`src/rtl/fpga_cfg_loader.sv`:
```
`default_nettype none
// ============================================================================
// Module   : fpga_cfg_loader
// Purpose  : Wishbone-controlled serial loader for an FPGA fabric
//            configuration chain. Software sets the bit count and clock
//            divider in CFG, feeds 32-bit words through DATA, and pulses
//            START. The block then pulses prog_reset and shifts the words
//            into the chain LSB-first on ccff_head, clocked by prog_clk.
//            Each bit is also sampled from ccff_tail into an RX register
//            that software can read back.
// Revision : 1.0 - initial release
// ----------------------------------------------------------------------------
// Ports
//   wb_clk_i    in   1   sole clock, rising edge
//   wb_rst_n    in   1   asynchronous active-low reset
//   wbs_stb_i   in   1   Wishbone strobe
//   wbs_cyc_i   in   1   Wishbone cycle
//   wbs_we_i    in   1   Wishbone write enable
//   wbs_adr_i   in   4   byte address, [3:2] selects the register
//   wbs_dat_i   in   32  write data (always full-word)
//   wbs_ack_o   out  1   single-cycle acknowledge
//   wbs_dat_o   out  32  read data, valid while wbs_ack_o is high
//   prog_clk    out  1   configuration chain clock
//   prog_reset  out  1   configuration chain reset, active-high
//   ccff_head   out  1   serial data into the chain
//   ccff_tail   in   1   serial data out of the chain
//   done_irq    out  1   one-cycle pulse when a load finishes
// Registers (wbs_adr_i[3:2])
//   0 CTRL   W   bit0 START, bit1 ABORT (self-clearing, reads 0)
//   1 STATUS R   bit0 busy, bit1 buf_full, bit2 done (W1C),
//                bit3 overflow (W1C), [31:8] bits_remaining
//   2 DATA   RW  write: TX buffer, read: RX capture
//   3 CFG    RW  [CLKDIV_W-1:0] div, [31:8] nbits
// ============================================================================
module fpga_cfg_loader #(
  parameter int CLKDIV_W    = 8,
  parameter int PRST_CYCLES = 16
) (
  input  logic        wb_clk_i,
  input  logic        wb_rst_n,
  input  logic        wbs_stb_i,
  input  logic        wbs_cyc_i,
  input  logic        wbs_we_i,
  input  logic [3:0]  wbs_adr_i,
  input  logic [31:0] wbs_dat_i,
  output logic        wbs_ack_o,
  output logic [31:0] wbs_dat_o,
  output logic        prog_clk,
  output logic        prog_reset,
  output logic        ccff_head,
  input  logic        ccff_tail,
  output logic        done_irq
);

  localparam int PRST_W = (PRST_CYCLES > 1) ? $clog2(PRST_CYCLES) : 1;
  localparam logic [PRST_W-1:0] c_PRST_LAST = PRST_W'(PRST_CYCLES - 1);

  localparam logic [1:0] c_REG_CTRL   = 2'd0;
  localparam logic [1:0] c_REG_STATUS = 2'd1;
  localparam logic [1:0] c_REG_DATA   = 2'd2;
  localparam logic [1:0] c_REG_CFG    = 2'd3;

  typedef enum logic [2:0] {
    IDLE = 3'd0,
    PRST = 3'd1,
    WAIT = 3'd2,
    LO   = 3'd3,
    HI   = 3'd4,
    DONE = 3'd5
  } state_t;

  state_t r_state;
  state_t w_state_nxt;

  // Bus registers
  logic                r_ack;
  logic [31:0]         r_dat_o;
  logic [31:0]         w_rd_data;

  // Software-visible registers
  logic [CLKDIV_W-1:0] r_cfg_div;
  logic [23:0]         r_cfg_nbits;
  logic [31:0]         r_txbuf;
  logic                r_buf_full;
  logic [31:0]         r_rx;
  logic                r_busy;
  logic                r_done;
  logic                r_ovf;
  logic [23:0]         r_bits_rem;

  // Engine registers
  logic [31:0]         r_shift;
  logic [4:0]          r_bit_idx;
  logic [CLKDIV_W-1:0] r_div_cnt;
  logic [PRST_W-1:0]   r_prst_cnt;
  logic                r_prog_clk;
  logic                r_prog_reset;
  logic                r_ccff_head;
  logic                r_done_irq;

  // Decoded bus strobes
  logic                w_req;
  logic                w_wr;
  logic                w_start;
  logic                w_abort;
  logic                w_wr_status;
  logic                w_wr_data;
  logic                w_wr_cfg;

  // FSM strobes
  logic                w_run_start;
  logic                w_load;
  logic                w_bit_end;
  logic                w_sample;
  logic                w_div_done;
  logic [31:0]         w_shift_nxt;
  logic [7:0]          w_div8;
  logic                w_unused_ok;

  // --------------------------------------------------------------------------
  // Wishbone decode. The request is acknowledged one cycle after it is seen;
  // register side-effects are applied at the end of that ack cycle, so the
  // master must keep stb/cyc/we/adr/dat stable through the ack cycle.
  // --------------------------------------------------------------------------
  assign w_req       = wbs_stb_i & wbs_cyc_i;
  assign w_wr        = r_ack & w_req & wbs_we_i;
  assign w_start     = w_wr & (wbs_adr_i[3:2] == c_REG_CTRL) & wbs_dat_i[0];
  assign w_abort     = w_wr & (wbs_adr_i[3:2] == c_REG_CTRL) & wbs_dat_i[1];
  assign w_wr_status = w_wr & (wbs_adr_i[3:2] == c_REG_STATUS);
  assign w_wr_data   = w_wr & (wbs_adr_i[3:2] == c_REG_DATA);
  assign w_wr_cfg    = w_wr & (wbs_adr_i[3:2] == c_REG_CFG);

  // The byte-lane bits of the address carry no meaning here.
  assign w_unused_ok = ^wbs_adr_i[1:0];

  // CFG readback places div in the low byte of the word.
  generate
    if (CLKDIV_W >= 8) begin : g_div_trunc
      assign w_div8 = r_cfg_div[7:0];
    end else begin : g_div_pad
      assign w_div8 = {{(8 - CLKDIV_W){1'b0}}, r_cfg_div};
    end
  endgenerate

  always_comb begin
    w_rd_data = '0;
    case (wbs_adr_i[3:2])
      c_REG_STATUS: w_rd_data = {r_bits_rem, 4'b0000, r_ovf, r_done, r_buf_full, r_busy};
      c_REG_DATA:   w_rd_data = r_rx;
      c_REG_CFG:    w_rd_data = {r_cfg_nbits, w_div8};
      default:      w_rd_data = '0;
    endcase
  end

  always_ff @(posedge wb_clk_i or negedge wb_rst_n) begin
    if (!wb_rst_n) begin
      r_ack   <= 1'b0;
      r_dat_o <= '0;
    end else begin
      r_ack <= w_req & ~r_ack;
      // Capture read data in the request cycle so it is stable for the ack.
      if (w_req && !r_ack && !wbs_we_i) begin
        r_dat_o <= w_rd_data;
      end
    end
  end

  // --------------------------------------------------------------------------
  // FSM: state register
  // --------------------------------------------------------------------------
  always_ff @(posedge wb_clk_i or negedge wb_rst_n) begin
    if (!wb_rst_n) begin
      r_state <= IDLE;
    end else begin
      r_state <= w_state_nxt;
    end
  end

  // --------------------------------------------------------------------------
  // FSM: next state and engine strobes
  // --------------------------------------------------------------------------
  assign w_div_done = (r_div_cnt == r_cfg_div);

  always_comb begin
    w_state_nxt = r_state;
    w_run_start = 1'b0;
    w_load      = 1'b0;
    w_bit_end   = 1'b0;
    w_sample    = 1'b0;
    case (r_state)
      IDLE: begin
        if (w_start && !w_abort) begin
          w_run_start = 1'b1;
          w_state_nxt = (r_cfg_nbits != 24'd0) ? PRST : DONE;
        end
      end
      PRST: begin
        if (r_prst_cnt == c_PRST_LAST) begin
          w_state_nxt = WAIT;
        end
      end
      WAIT: begin
        if (r_buf_full) begin
          w_load      = 1'b1;
          w_state_nxt = LO;
        end
      end
      LO: begin
        if (w_div_done) begin
          w_state_nxt = HI;
        end
      end
      HI: begin
        // The chain clocks on the prog_clk rising edge; capture its output
        // once per bit, in the first high cycle.
        w_sample = (r_div_cnt == '0);
        if (w_div_done) begin
          w_bit_end = 1'b1;
          if (r_bits_rem == 24'd1) begin
            w_state_nxt = DONE;
          end else if (r_bit_idx == 5'd31) begin
            w_state_nxt = WAIT;
          end else begin
            w_state_nxt = LO;
          end
        end
      end
      DONE: begin
        w_state_nxt = IDLE;
      end
      default: begin
        w_state_nxt = IDLE;
      end
    endcase
    // ABORT overrides everything, including a START in the same write.
    if (w_abort) begin
      w_state_nxt = IDLE;
      w_run_start = 1'b0;
      w_load      = 1'b0;
      w_bit_end   = 1'b0;
    end
  end

  assign w_shift_nxt = w_load    ? r_txbuf :
                       w_bit_end ? {1'b0, r_shift[31:1]} :
                                   r_shift;

  // --------------------------------------------------------------------------
  // Engine datapath and chain outputs. The chain outputs are registered from
  // the next state so prog_clk/prog_reset come straight from flops.
  // --------------------------------------------------------------------------
  always_ff @(posedge wb_clk_i or negedge wb_rst_n) begin
    if (!wb_rst_n) begin
      r_shift      <= '0;
      r_bit_idx    <= '0;
      r_div_cnt    <= '0;
      r_prst_cnt   <= '0;
      r_bits_rem   <= '0;
      r_rx         <= '0;
      r_prog_clk   <= 1'b0;
      r_prog_reset <= 1'b0;
      r_ccff_head  <= 1'b0;
      r_done_irq   <= 1'b0;
    end else begin
      r_prog_clk   <= (w_state_nxt == HI);
      r_prog_reset <= (w_state_nxt == PRST);
      r_ccff_head  <= ((w_state_nxt == LO) || (w_state_nxt == HI)) ? w_shift_nxt[0] : 1'b0;
      r_done_irq   <= (w_state_nxt == DONE);
      r_shift      <= w_shift_nxt;

      if ((r_state == PRST) && (w_state_nxt == PRST)) begin
        r_prst_cnt <= r_prst_cnt + PRST_W'(1);
      end else begin
        r_prst_cnt <= '0;
      end

      // Half-period counter restarts on every LO/HI phase change.
      if (r_state != w_state_nxt) begin
        r_div_cnt <= '0;
      end else if ((r_state == LO) || (r_state == HI)) begin
        r_div_cnt <= r_div_cnt + CLKDIV_W'(1);
      end

      if (w_load) begin
        r_bit_idx <= '0;
      end else if (w_bit_end) begin
        r_bit_idx <= r_bit_idx + 5'd1;
      end

      if (w_run_start) begin
        r_bits_rem <= r_cfg_nbits;
      end else if (w_bit_end) begin
        r_bits_rem <= r_bits_rem - 24'd1;
      end

      if (w_sample) begin
        r_rx <= {ccff_tail, r_rx[31:1]};
      end
    end
  end

  // --------------------------------------------------------------------------
  // Software-visible registers and flags
  // --------------------------------------------------------------------------
  always_ff @(posedge wb_clk_i or negedge wb_rst_n) begin
    if (!wb_rst_n) begin
      r_cfg_div   <= '0;
      r_cfg_nbits <= '0;
      r_txbuf     <= '0;
      r_buf_full  <= 1'b0;
      r_busy      <= 1'b0;
      r_done      <= 1'b0;
      r_ovf       <= 1'b0;
    end else begin
      // CFG is frozen while a load runs; the engine uses it live.
      if (w_wr_cfg && !r_busy) begin
        r_cfg_div   <= wbs_dat_i[CLKDIV_W-1:0];
        r_cfg_nbits <= wbs_dat_i[31:8];
      end

      // A write landing in the cycle the engine takes the buffer refills it.
      if (w_abort) begin
        r_buf_full <= 1'b0;
      end else if (w_wr_data && (!r_buf_full || w_load)) begin
        r_txbuf    <= wbs_dat_i;
        r_buf_full <= 1'b1;
      end else if (w_load) begin
        r_buf_full <= 1'b0;
      end

      if (w_wr_data && r_buf_full && !w_load) begin
        r_ovf <= 1'b1;
      end else if (w_wr_status && wbs_dat_i[3]) begin
        r_ovf <= 1'b0;
      end

      if (w_abort) begin
        r_busy <= 1'b0;
      end else if (w_state_nxt == DONE) begin
        r_busy <= 1'b0;
      end else if (w_run_start) begin
        r_busy <= 1'b1;
      end

      if (w_state_nxt == DONE) begin
        r_done <= 1'b1;
      end else if (w_run_start || (w_wr_status && wbs_dat_i[2])) begin
        r_done <= 1'b0;
      end
    end
  end

  assign wbs_ack_o  = r_ack;
  assign wbs_dat_o  = r_dat_o;
  assign prog_clk   = r_prog_clk;
  assign prog_reset = r_prog_reset;
  assign ccff_head  = r_ccff_head;
  assign done_irq   = r_done_irq;

endmodule
`default_nettype wire

```
`config.mk`:
```
export PLATFORM = sky130hd
export DESIGN_NAME = fpga_cfg_loader
export DESIGN_NICKNAME = d
export VERILOG_FILES = /design/src/rtl/fpga_cfg_loader.sv
export SDC_FILE = /design/constraint.sdc
export NUM_CORES = 1
export LEC_CHECK = 0
export ABC_AREA = 1
export CAP_MARGIN = 10
export CORE_MARGIN = 5
export CORE_UTILIZATION = 64
export DETAILED_ROUTE_END_ITERATION = 7
export DONT_BUFFER_PORTS = 1
export PLACE_DENSITY = 0.8
export SLEW_MARGIN = 20
export SYNTH_ARGS = -nofsm -noshare
export SYNTH_HDL_FRONTEND = slang
export SYNTH_SLANG_ARGS = --single-unit
```
`constraint.sdc`:
```
create_clock -name wb_clk_i -period 2.6 [get_ports wb_clk_i]
set_input_delay 0.52 -clock wb_clk_i [delete_from_list [all_inputs] [get_ports wb_clk_i]]
set_output_delay 0.52 -clock wb_clk_i [all_outputs]
set_load 0.01 [all_outputs]
```
==> reports/metrics.yaml <==
run_status:
  status: "finished with violations"
  violations: "negative hold slack"
synth:
  yosysTopAreaCell: "dfrtp_1"
  synth_nets: 1254
  synthCells: 1205
  synth.most_common_cell: "nand2_1"
  ys.warnings.count: 0
  synth.area.top_cells: "dfrtp_1 52%, nand2_1 10%, inv_1 7.5%"
  synth_top_area_share_pct: 52.4
  ys_seq_area_share_pct: 52.4
  synth_commonest_cells: "270 x nand2_1, 213 x dfrtp_1, 203 x inv_1"
  ys.flop_type: "dfrtp_1"
  syn_area_um2: 10200
  async_reset_ff_share_pct: 100
  synth_edf_count: 0
  avgSynthCellArea_um2: 8.44
  ys_ff_latch: 213
  synth.distinct_cells: 39
drt:
  wl_per_cell_um: 17.1
  viasPerCell: 5.70
  wirelength_mm: 24.6
  post-route-drc-count: 0
  firstDrtPassIters: 6
  num_vias: 8166
  postRouteAntennaNets: 0
  first_iter_violations: 782
global_route:
  globalRouteOverflowTotal: 0
  global_route.usage.total_pct: 27.3
  grt_pass1_vias: 7978
  antenna_found_initial: 0
  grt_max_degree: 214
  grt_pass1_wl_mm: 40.7
clock_network:
  clk_latency_ns: 0.52
  post-cts-setup-buffers: 0
  tritoncts: "yes"
  root_buffer: "clkbuf_16"
  clockBufferDepth: 3
  path_clk_slew_ns: 0.06
  cts_buffers: 23
  htreeDepth: 1
  cts_resized: 0
  cts.sinks: 213
critical_path:
  reg2reg_from: "r_bits_rem[1]"
  critPathRequiredTime_ns: 3.04
  crit_fanout: 8
  startpoint: "r_bits_rem[1]"
  critPathCaptureType: "register"
  critical_path_class: "register to register"
  arrival_ns: 2.59
  critPathLaunchType: "register"
die:
  start_util_pct: 64.7
  io_pins: 79
  core_um2: 15700
  die_w_um: 136
  die_h_um: 136
  design.die.area_um2: 18500
  rows: 46
sta:
  rsz0062_at_grt: "no"
  tightest_slew_ns: 0.555
  min_period_ns: 2.16
  slew_viol_final: 0
  setup_tns_ns: 0
  final-hold-violation-count: 213
  period_share_pct: 82.9
  slew_headroom_pct: 63.0
  fmax_ghz: 0.464
  skew_ns: 0.0103
  fin_hold_ws_ns: -0.301
  setup_violations: 0
finish:
  drive_above_1_share_pct: 8.38
  area.sequential_um2: 5330
  antenna_cells: 0
  nNetsFinal: 1251
  fin_util_pct: 71.1
  fillers: 1176
  fin_area_um2: 11200
  multi_input_comb_area_um2: 3820
  syn_to_final_growth_pct: 9.88
power_and_ir_drop:
  power.internal_mw: 6.48
  p_sw_share_pct: 28.8
  clkPwrFrac_pct: 37.5
  vdd_drop_max_v: 0.000605
  p_total_mw: 9.10
  power_leakage_nw: 5.28
  power_frac_comb_pct: 15.8
  p_seq_share_pct: 46.7
  cellPowerDensity_nw_per_um2: 814
  switchingPower_mw: 2.62
place:
  port-buffer-count: 0
  placed_area_um2: 10400
  gp_congestion: 0.916
  dpl.hpwl_mm: 16.7
worst_hold_path:
  hold_path.class: "input port to async pin"
job:
  maxCapViolations: 0
[layer usage]
| layer | wire, um | GRT usage (%) |
|---|---|---|
| met1 | 10500 | 39.1 |
| met2 | 11200 | 41.9 |
| met3 | 2290 | 6.74 |
| met4 | 653 | 8.06 |
| met5 | 0 | 0 |
[area by class of cell]
type / instances / share of cell area (%)
Clock buffer: 33 / 5.94
Sequential cell: 213 / 47.7
Tap cell: 216 / 2.42
Timing Repair Buffer: 19 / 1.50
Inverter: 211 / 7.09
Multi-Input combinational cell: 734 / 34.2
Clock inverter: 7 / 1.15
[critical path: stages, from the launching register on]
cell and delay [ns]:
dfrtp_1 0.37, inv_1 0.16, ha_1 0.18, nand3_1 0.11, nor2_1 0.12, nand3_1 0.20
nand3_1 0.17, nand3_1 0.16, nand2_1 0.12, nand2_1 0.06, nand2_1 0.08, nand3_2 0.19
nor2_1 0.14
[sequential cells by signal, summed over array words and instances, names as in the netlist, 3 cells and up]
name         flops
r_cfg_div        8
r_txbuf         32
r_shift         32
r_bit_idx        5
r_bits_rem      24
wbs_dat_o       32
r_div_cnt        8
r_prst_cnt       4
r_cfg_nbits     24
r_state          3
r_rx            32
[logic make-up after synthesis]
family / synth area share (%)
adders and majority gates: 0.861
and+or+nand+nor: 18.3
muxes: 1.66
AOI/OAI and AO/OA: 14.6
buffers and inverters: 10.1
DFF: 52.4
xor gates and xnor gates: 2.07
[cell usage in the layout, fill, tap and decap left out, types with 5 or more instances in the layout]
| cell type | n |
|---|---|
| nand2_1 | 270 |
| dfrtp_1 | 213 |
| inv_1 | 203 |
| o21ai_0 | 127 |
| nor2_1 | 106 |
| o221ai_1 | 36 |
| clkbuf_16 | 23 |
| nand3_1 | 22 |
| xor2_1 | 21 |
| o211ai_1 | 21 |
| o22ai_1 | 21 |
| buf_4 | 17 |
| mux2_2 | 15 |
| o21ai_1 | 15 |
| nand4_1 | 12 |
| a21oi_1 | 11 |
| nor3_1 | 8 |
| inv_2 | 7 |
| nand2_2 | 7 |
| ha_1 | 7 |
| a31oi_1 | 6 |
| nand2_4 | 5 |
| clkbuf_8 | 5 |
| clkbuf_1 | 5 |
[stage by stage]
stage	instances	worst slack (ns)
final	1433	0.445
after floorplan	1205	0.769
after CTS	1433	0.455
after global placement	1393	0.478
after global routing	1433	0.191
after detailed placement	1393	0.438
[power by group through the flow]
stage / logic [mW] / clock network [mW] / registers (mW)
after global routing: 1.65 / 3.58 / 4.31
after floorplan: 1.11 / 0 / 4.19
after CTS: 1.44 / 3.43 / 4.25
after global placement: 1.35 / 0 / 4.28
final: 1.44 / 3.41 / 4.25
after detailed placement: 1.41 / 0 / 4.30
[path summary, 6_finish.rpt]
path | to | slack [ns] | cells past startpoint
worst min register to register | r_prst_cnt[0] | 0.47 | 1
min in group wb_clk_i | r_txbuf[12] | 0.12 | 2
worst max-delay path | r_div_cnt[3] | 0.44 | 12
worst max register to register | r_div_cnt[3] | 0.44 | 12
worst min-delay path | r_shift[12] | -0.30 | 0
max in group asynchronous | wbs_dat_o[28] | 2.41 | 0
Power figures use the tool's default switching activity.
